[config.mk]
export PLATFORM = sky130hd
export DESIGN_NAME = uart_tx_sched
export DESIGN_NICKNAME = d
export VERILOG_FILES = /design/src/rtl/uart_tx_sched_pkg.sv /design/src/rtl/sync_fifo.sv /design/src/rtl/uart_tx_sched.sv
export SDC_FILE = /design/constraint.sdc
export NUM_CORES = 1
export LEC_CHECK = 0
export BUFFER_PORTS_ARGS = -buffer_cell sky130_fd_sc_hd__buf_2
export CAP_MARGIN = 10
export CORE_AREA = 2 2 127 117
export CTS_CLUSTER_SIZE = 12
export DETAILED_ROUTE_END_ITERATION = 7
export DIE_AREA = 0 0 129 119
export GPL_ROUTABILITY_DRIVEN = 0
export PLACE_DENSITY = 0.7
export SLEW_MARGIN = 10
export SYNTH_ARGS = -nofsm -noshare
export SYNTH_HDL_FRONTEND = slang
export SYNTH_SLANG_ARGS = --single-unit
[constraint.sdc]
create_clock -name CLK -period 4.04 [get_ports CLK]
set_input_delay 0.202 -clock CLK [delete_from_list [all_inputs] [get_ports CLK]]
set_output_delay 0.202 -clock CLK [all_outputs]
set_load 0.02 [all_outputs]
[src/rtl/uart_tx_sched_pkg.sv]
// uart_tx_sched_pkg: scheduler state codes, status bit positions and MMIO addresses.
package uart_tx_sched_pkg;
  typedef enum logic [1:0] {
    UTX_IDLE = 2'd0,
    UTX_SEND = 2'd1,
    UTX_WAIT = 2'd2
  } utx_state_e;
  localparam int UTX_ST_EMPTY = 8;
  localparam int UTX_ST_FULL = 9;
  localparam int UTX_ST_OVF = 10;
  localparam int UTX_ST_BUSY = 11;
  localparam logic [31:0] UART_ADDR = 32'h1000_0000;
  localparam logic [31:0] UART_STATUS_ADDR = 32'h1000_0004;
endpackage

[src/rtl/sync_fifo.sv]
// sync_fifo: single-clock FIFO with occupancy count; callers only pop when non-empty.
module sync_fifo #(
  parameter int DEPTH = 16,
  parameter int AW = 4,
  parameter int WIDTH = 8
) (
  input  logic             CLK,
  input  logic             RST,
  input  logic             push,
  input  logic             pop,
  input  logic [WIDTH-1:0] wdata,
  output logic [WIDTH-1:0] rdata,
  output logic [AW:0]      count,
  output logic             full,
  output logic             empty
);
  logic [WIDTH-1:0] mem_q [DEPTH];
  logic [AW-1:0] wr_ptr_q, wr_ptr_d, rd_ptr_q, rd_ptr_d;
  logic [AW:0] count_q, count_d;
  always_comb begin
    wr_ptr_d = wr_ptr_q + AW'(push);
    rd_ptr_d = rd_ptr_q + AW'(pop);
    count_d = count_q + (AW+1)'(push) - (AW+1)'(pop);
  end
  always_ff @(posedge CLK) begin
    if (RST) begin
      wr_ptr_q <= '0;
      rd_ptr_q <= '0;
      count_q <= '0;
    end else begin
      wr_ptr_q <= wr_ptr_d;
      rd_ptr_q <= rd_ptr_d;
      count_q <= count_d;
    end
  end
  always_ff @(posedge CLK) if (push) mem_q[wr_ptr_q] <= wdata;
  assign rdata = mem_q[rd_ptr_q];
  assign count = count_q;
  assign full = count_q == (AW+1)'(DEPTH);
  assign empty = count_q == '0;
endmodule

[src/rtl/uart_tx_sched.sv]
// uart_tx_sched: queues CPU UART stores and paces them to the core one frame apart.
// Define UART_TX_STALL_EN to request a pipeline stall instead of dropping bytes when full.
module uart_tx_sched
  import uart_tx_sched_pkg::*;
#(
  parameter int DEPTH = 16,
  parameter int AW = 4,
  parameter int FRAME_CYCLES = 10850
) (
  input  logic        CLK,
  input  logic        RST,
  input  logic        wr_en,
  input  logic [7:0]  wr_data,
  input  logic        clr_ovf,
  output logic        uart_wr,
  output logic [7:0]  uart_dat,
  output logic [31:0] status,
  output logic        stall_req
);
  localparam int CW = $clog2(FRAME_CYCLES);
  utx_state_e state_q, state_d;
  logic [CW-1:0] cnt_q, cnt_d;
  logic ovf_q, ovf_d, uart_wr_q, uart_wr_d;
  logic [7:0] uart_dat_q, uart_dat_d, rdata;
  logic [AW:0] count;
  logic full, empty, pop, push;
  sync_fifo #(.DEPTH(DEPTH), .AW(AW), .WIDTH(8)) u_fifo (
    .CLK(CLK), .RST(RST), .push(push), .pop(pop), .wdata(wr_data),
    .rdata(rdata), .count(count), .full(full), .empty(empty)
  );
  always_comb begin
    pop = !empty && (state_q == UTX_IDLE || (state_q == UTX_WAIT && cnt_q == '0));
    push = wr_en && (!full || pop);
    ovf_d = (wr_en && full && !pop) || (ovf_q && !clr_ovf);
    uart_wr_d = pop;
    uart_dat_d = pop ? rdata : uart_dat_q;
    cnt_d = state_q == UTX_SEND ? CW'(FRAME_CYCLES - 2) :
            (state_q == UTX_WAIT && cnt_q != '0) ? cnt_q - CW'(1) : cnt_q;
    state_d = pop ? UTX_SEND :
              state_q == UTX_SEND ? UTX_WAIT :
              (state_q == UTX_WAIT && cnt_q == '0) ? UTX_IDLE : state_q;
  end
  always_ff @(posedge CLK) begin
    if (RST) begin
      state_q <= UTX_IDLE;
      cnt_q <= '0;
      ovf_q <= 1'b0;
      uart_wr_q <= 1'b0;
      uart_dat_q <= '0;
    end else begin
      state_q <= state_d;
      cnt_q <= cnt_d;
      ovf_q <= ovf_d;
      uart_wr_q <= uart_wr_d;
      uart_dat_q <= uart_dat_d;
    end
  end
  always_comb begin
    status = '0;
    status[AW:0] = count;
    status[UTX_ST_EMPTY] = empty;
    status[UTX_ST_FULL] = full;
    status[UTX_ST_OVF] = ovf_q;
    status[UTX_ST_BUSY] = state_q != UTX_IDLE;
  end
  assign uart_wr = uart_wr_q;
  assign uart_dat = uart_dat_q;
`ifdef UART_TX_STALL_EN
  assign stall_req = full && !pop;
`else
  assign stall_req = 1'b0;
`endif
endmodule

### After elaboration in Yosys (flattened, before gate mapping)

Memory sizes are Yosys's and may differ from the RTL's. A register that Yosys moved wholly into a read port is not among the register bits.
Cells that the tools add are included.

| word-level totals | value |
|---|---|
| register bits after elaboration | 31 |
| RAM bits | 128 |
| bits of input ports | 12 |
| word-level logic and storage cells | 49 |
| memories | 1 |

Memory list:

| name | words | bits a word | rd ports | clocked after Yosys merged registers in | wr ports | line | RTL |
|---|---|---|---|---|---|---|---|
| u_fifo.mem_q | 16 | 8 | 1 | 1 | 1 | sync_fifo.sv:17 | `logic [WIDTH-1:0] mem_q [DEPTH];` |

| cells by class | value |
|---|---|
| add/sub/neg operators | 5 |
| equal/unequal tests | 3 |
| multiplexer cells | 7 |
| reductions and logical operators | 24 |

Operators with widths:

| operator | count |
|---|---|
| 14-bit two-way mux | 2 |
| 14-bit zero test | 1 |
| 14-bit nonzero test | 1 |
| 14-bit by 1-bit subtractor with 14-bit output (second input constant) | 1 |
| 4-bit by 1-bit adder with 4-bit output | 2 |
| 1-bit logical AND | 7 |
| 2-bit nonzero test | 3 |
| 5-bit by 1-bit adder with 5-bit output | 1 |
| 5-bit equality test (second input constant) | 1 |
| 5-bit zero test | 1 |
| 5-bit by 1-bit subtractor with 5-bit output | 1 |
| 1-bit zero test | 4 |
| 2-bit two-way mux | 2 |
| 2-bit OR reduction | 2 |
| 1-bit logical OR | 3 |
| 1-bit two-way mux | 3 |
| 3-bit nonzero test | 1 |
| 2-bit by 1-bit equality test with 1-bit output (second input constant) | 1 |
| 2-bit equality test (second input constant) | 1 |
| 2-bit zero test | 1 |

### Longest topological paths before layout

| logic depth | value |
|---|---|
| depth in word-level cells | 8 |
| mapped depth | 14 |
| mapped depth without buffers | 13 |

### Cells and area by module

Synthesis repeated with hierarchy kept, for this count alone.

| unflattened totals | value |
|---|---|
| cells, all modules | 496 |
| area, all modules | 7,328.3 um^2 |

By module, submodules not included:

| module | times used | cells each | area each (um^2) | seq. area each (um^2) |
|---|---|---|---|---|
| sync_fifo | 1 | 322 | 5,766.8 | 4,103.9 |
| uart_tx_sched | 1 | 174 | 1,561.5 | 520.5 |

### Least setup slack after synthesis

OpenSTA, ideal clock, no wires.

| path | value |
|---|---|
| path type | flip-flop to flip-flop |
| start point | reg cnt_q[0] |
| end point | reg u_fifo.count_q[4], in the netlist u_fifo.count[4] |
| library setup time | 0.071 ns |
| data arrival time | 2.813 ns |
| setup slack | 1.156 ns |
| stages on the path, launching flop included | 15 |
| period minus slack after synthesis | 2.884 ns |
| path through | dfxtp_1 inv_1 ha_1 nor3b_1 nand4_1 a21oi_1 buf_2 ha_1 inv_1 ha_1 fa_1 a21oi_1 nor2_1 or3_1 a21oi_1 |

| on the way | value |
|---|---|
| word-level cells in the longest chain between the ends | 8 |

RTL lines:

| item | line | RTL |
|---|---|---|
| start: declaration | uart_tx_sched.sv:22 | `logic [CW-1:0] cnt_q, cnt_d;` |
| start signal: assignment | uart_tx_sched.sv:52 | `cnt_q <= cnt_d;` |
| 14-bit zero test (*) | uart_tx_sched.sv:32 | `pop = !empty && (state_q == UTX_IDLE \|\| (state_q == UTX_WAIT && cnt_q == '0));` |
| 1-bit logical AND (*) | uart_tx_sched.sv:32 |  |
| 1-bit logical OR (*) | uart_tx_sched.sv:32 |  |
| 1-bit logical AND (*) | uart_tx_sched.sv:32 |  |
| net pop | uart_tx_sched.sv:26 | `logic full, empty, pop, push;` |
| 1-bit logical OR | uart_tx_sched.sv:33 | `push = wr_en && (!full \|\| pop);` |
| 1-bit logical AND | uart_tx_sched.sv:33 |  |
| 5-bit by 1-bit adder with 5-bit output | sync_fifo.sv:23 | `count_d = count_q + (AW+1)'(push) - (AW+1)'(pop);` |
| 5-bit by 1-bit subtractor with 5-bit output (*) | sync_fifo.sv:23 |  |
| end signal: assignment | sync_fifo.sv:33 | `count_q <= count_d;` |
| end: declaration | sync_fifo.sv:19 | `logic [AW:0] count_q, count_d;` |

Mark *: on every way through the listed nets, which the timed path passes. The rest lies on a longest branch.
A chain may end at the register's enable or synchronous reset.

### Final worst setup path

| path | value |
|---|---|
| start point | reg cnt_q[0] |
| end point | reg u_fifo.count_q[4], in the netlist u_fifo.count[4] |

| on the way | value |
|---|---|
| word-level cells in the longest chain between the ends | 8 |

RTL lines:

| item | line |
|---|---|
| 14-bit zero test (*) | uart_tx_sched.sv:32 |
| 1-bit logical AND (*) | uart_tx_sched.sv:32 |
| 1-bit logical OR (*) | uart_tx_sched.sv:32 |
| 1-bit logical AND (*) | uart_tx_sched.sv:32 |
| 1-bit logical OR | uart_tx_sched.sv:33 |
| 1-bit logical AND | uart_tx_sched.sv:33 |
| 5-bit by 1-bit adder with 5-bit output | sync_fifo.sv:23 |
| 5-bit by 1-bit subtractor with 5-bit output (*) | sync_fifo.sv:23 |

Every way passes the cells marked *; elsewhere a longest branch is shown, timed or not.

==> results.sh <==
export IMPL_power_density_nw_per_um2=676
export IMPL_syn_area_per_cell_um2=15.7
export IMPL_criticalPathCategory="register to register"
export IMPL_p_clk_share_pct=28.9
export IMPL_ant_nets=0
export IMPL_crit_end="u_fifo.count[4]"
export IMPL_timing_rr_start="cnt_q[0]"
export IMPL_worstMarginPinSlew_ns=0.951
export IMPL_dp_cells=653
export IMPL_reg2reg_depth=14
export IMPL_yosysSeqAreaShare_pct=66.9
export IMPL_area_growth_syn_to_layout_pct=11.7
export IMPL_cts_sinks=167
export IMPL_cts_tree="done"
export IMPL_totalPowerFinal_uw=5220
export IMPL_drt_initial_drc_count=315
export IMPL_crit_fanout=12
export IMPL_final_period_utilization_pct=74.7
export IMPL_netSwitchingPower_uw=1660
export IMPL_cts_root_buf="clkbuf_16"
export IMPL_worstReg2RegEnd="u_fifo.count[4]"
export IMPL_run_status="complete, no violations"
export IMPL_hold_class="input port to register"
export IMPL_setup_tns_ns=0
export IMPL_combPwrFrac_pct=29.2
export IMPL_skew_ns=0.00517
export IMPL_dr_total_vias=3709
export IMPL_drv_slew=0
export IMPL_ys_types=46
export IMPL_relSlewSlack_pct=36.4
export IMPL_clock_path_buffers=2
export IMPL_timing_max_cap_violations=0
export IMPL_wl_met1_um=5590
export IMPL_h_tree_depth=4
export IMPL_core_area_um2=14200
export IMPL_critPathLaunch="cnt_q[0]"
export IMPL_path_clk_slew_ns=0.06
export IMPL_dieWidth_um=129
export IMPL_synthCells=441
export IMPL_post_route_util_pct=54.2
export IMPL_reg2reg_slack_ns=1.02
export IMPL_seqPwrFrac_pct=42.0
export IMPL_cp_end_kind="register"
export IMPL_grt_pass1_wl_um=20300
export IMPL_synth_top_area_share_pct=55.6
export IMPL_die_area_um2=15400
export IMPL_synth_edf_count=128
export IMPL_worstSetupStartpointType="register"
export IMPL_hpwl_um=8560
export IMPL_wl_met3_um=679
export IMPL_synth_main_ff_cell="edfxtp_1"
export IMPL_n_antenna_cell=0
export IMPL_portBuffers=29
export IMPL_overflow=0
export IMPL_drc=0
export IMPL_initial_core_util_pct=48.5
export IMPL_p_int_uw=3550
export IMPL_die_h_um=119
export IMPL_drive_gt1_share_pct=21.8
export IMPL_instances_no_fill=685
export IMPL_ios=54
export IMPL_cts_made_buffers=17
export IMPL_antenna_found_initial=0
export IMPL_cts_setup_buffers=0
export IMPL_dr_max_layer_used="met4"
export IMPL_setup_violations_final=0
export IMPL_netSwitchingFraction_pct=31.8
export IMPL_grt_usage_pct=18.2
export IMPL_wirelength_um=13000
export IMPL_crit_arrival_ns=3.37
export IMPL_peakVddDrop_mv=0.333
export IMPL_ys_warn_count=0
export IMPL_ys_seq_elements=167
export IMPL_clk_latency_ns=0.43
export IMPL_viasPerCell=5.41
export IMPL_cts_resized=0
export IMPL_hold_viol=0
export IMPL_async_reset_ff_share_pct=0
export IMPL_max_freq_mhz=331
export IMPL_synth_area_leader_cell="edfxtp_1"
export IMPL_required_ns=4.39
export IMPL_num_rows=42
export IMPL_leakagePower_uw=0.00266
export IMPL_nNetsFinal=498
export IMPL_finalCriticalPeriod_ns=3.02
export IMPL_cts_hold_buf=0
export IMPL_wl_met2_um=6510
export IMPL_rsz0062_at_grt="false"
export IMPL_firstDrtPassIters=5
export IMPL_wl_per_cell_um=19.0
export IMPL_synth_area_um2=6910
export IMPL_grt_max_degree=35
export IMPL_synthTopCellsByArea="edfxtp_1 56%, dfxtp_1 11%, mux4_2 10%"
export IMPL_grt_pass1_vias=3683
==> cell usage in the layout, fill, tap and decap left out, drive strengths merged, types with 2 or more instances in the layout <==
cell	count
a211oi	2
a21oi	11
a22oi	14
and2	4
buf	35
clkbuf	18
clkinv	7
clkinvlp	2
conb	24
dfxtp	39
edfxtp	128
ha	11
inv	14
mux2i	8
mux4	32
nand2	10
nand2b	3
nand3	7
nand4	5
nand4b	4
nor2	46
nor2b	12
nor3	8
nor3b	3
nor4	4
xnor2	9
xor2	11
==> Yosys cell counts (all sizes together) (2+ instances only) <==
library cell,n
nor2,46
nor4,4
ha,11
nand4,5
xnor2,9
nor3b,3
nor3,8
clkbuf,8
nand3,7
nand2,10
mux2i,8
nand2b,3
dfxtp,39
nor2b,12
and2,4
edfxtp,128
inv,10
a21oi,11
nand4b,4
a211oi,2
xor2,11
buf,36
a22oi,14
mux4,32
==> power by group through the flow <==
stage	clock network [uW]	registers (uW)	logic, uW
after floorplan	0	2200	1200
after global placement	0	2220	1480
after detailed placement	0	2230	1510
after CTS	1530	2190	1530
after global routing	1600	2220	1690
final	1510	2190	1520
==> flip-flops by register name (all words and copies together) (netlist names) <==
name,count
u_fifo.mem_q,128
cnt_q,14
uart_dat,8
u_fifo.count,5
u_fifo.rd_ptr_q,4
u_fifo.wr_ptr_q,4
state_q,2
ovf_q,1
uart_wr,1
==> layout make-up <==
cell class	instances	area, um2
Timing Repair Buffer	35	190
Multi-Input combinational cell	243	2060
Sequential cell	167	4630
Clock inverter	14	125
Fill cell	1120	6520
Clock buffer	18	429
Inverter	10	37.5
Tap cell	198	248
==> layer usage <==
metal / track usage [%] / vias up
met5: 0 / -
met4: 7.34 / 0
met3: 4.54 / 20
met2: 28.4 / 119
met1: 24.5 / 1882
li1: - / 1688
==> worst min-delay path by stage <==
stage / start / end / slack [ns] / depth (start not counted)
6_report: clr_ovf / ovf_q / 0.09 / 4
5_1_grt: clr_ovf / ovf_q / 0.08 / 4
4_1_cts: clr_ovf / ovf_q / 0.08 / 4
3_5_place_dp: cnt_q[1] / cnt_q[1] / 0.52 / 2
3_3_place_gp: ovf_q / ovf_q / 0.49 / 2
2_1_floorplan: wr_data[0] / u_fifo.mem_q[0][0] / 0.30 / 0
==> cells by family (layout without fill, tap and decap cells) <==
kind of cell,after synthesis,count (layout),synth area share (%)
flip-flops,167,167,66.9
AND/OR/NAND/NOR,115,115,8.89
buffers and inverters,54,77,4.51
multiplexers,40,40,11.6
AO/OA/AOI/OAI,32,32,3.22
XOR/XNOR,20,20,2.53
adder cells (fa/ha/maj),12,12,2.28
other,1,24,0.0543
==> worst max-delay path: stages (launching register included) <==
cell,delay [ns]
dfxtp_1,0.33
inv_1,0.06
ha_1,0.21
nor3b_1,0.26
nand4_1,0.17
a21oi_1,0.18
buf_4,0.24
ha_1,0.15
inv_1,0.04
ha_1,0.21
fa_1,0.40
a21oi_1,0.14
nor2_1,0.06
or3_1,0.33
a21oi_1,0.16
==> through the flow <==
step	instance area (um2)	hold WS, ns	worst slack [ns]
3_5_place_dp	7160	0.515	1.03
4_1_cts	7720	0.0778	1.01
5_1_grt	7720	0.0825	0.749
3_3_place_gp	7160	0.494	1.14
6_report	7720	0.0868	1.02
2_1_floorplan	7000	0.301	1.16
(Power assumes the default switching activity.)
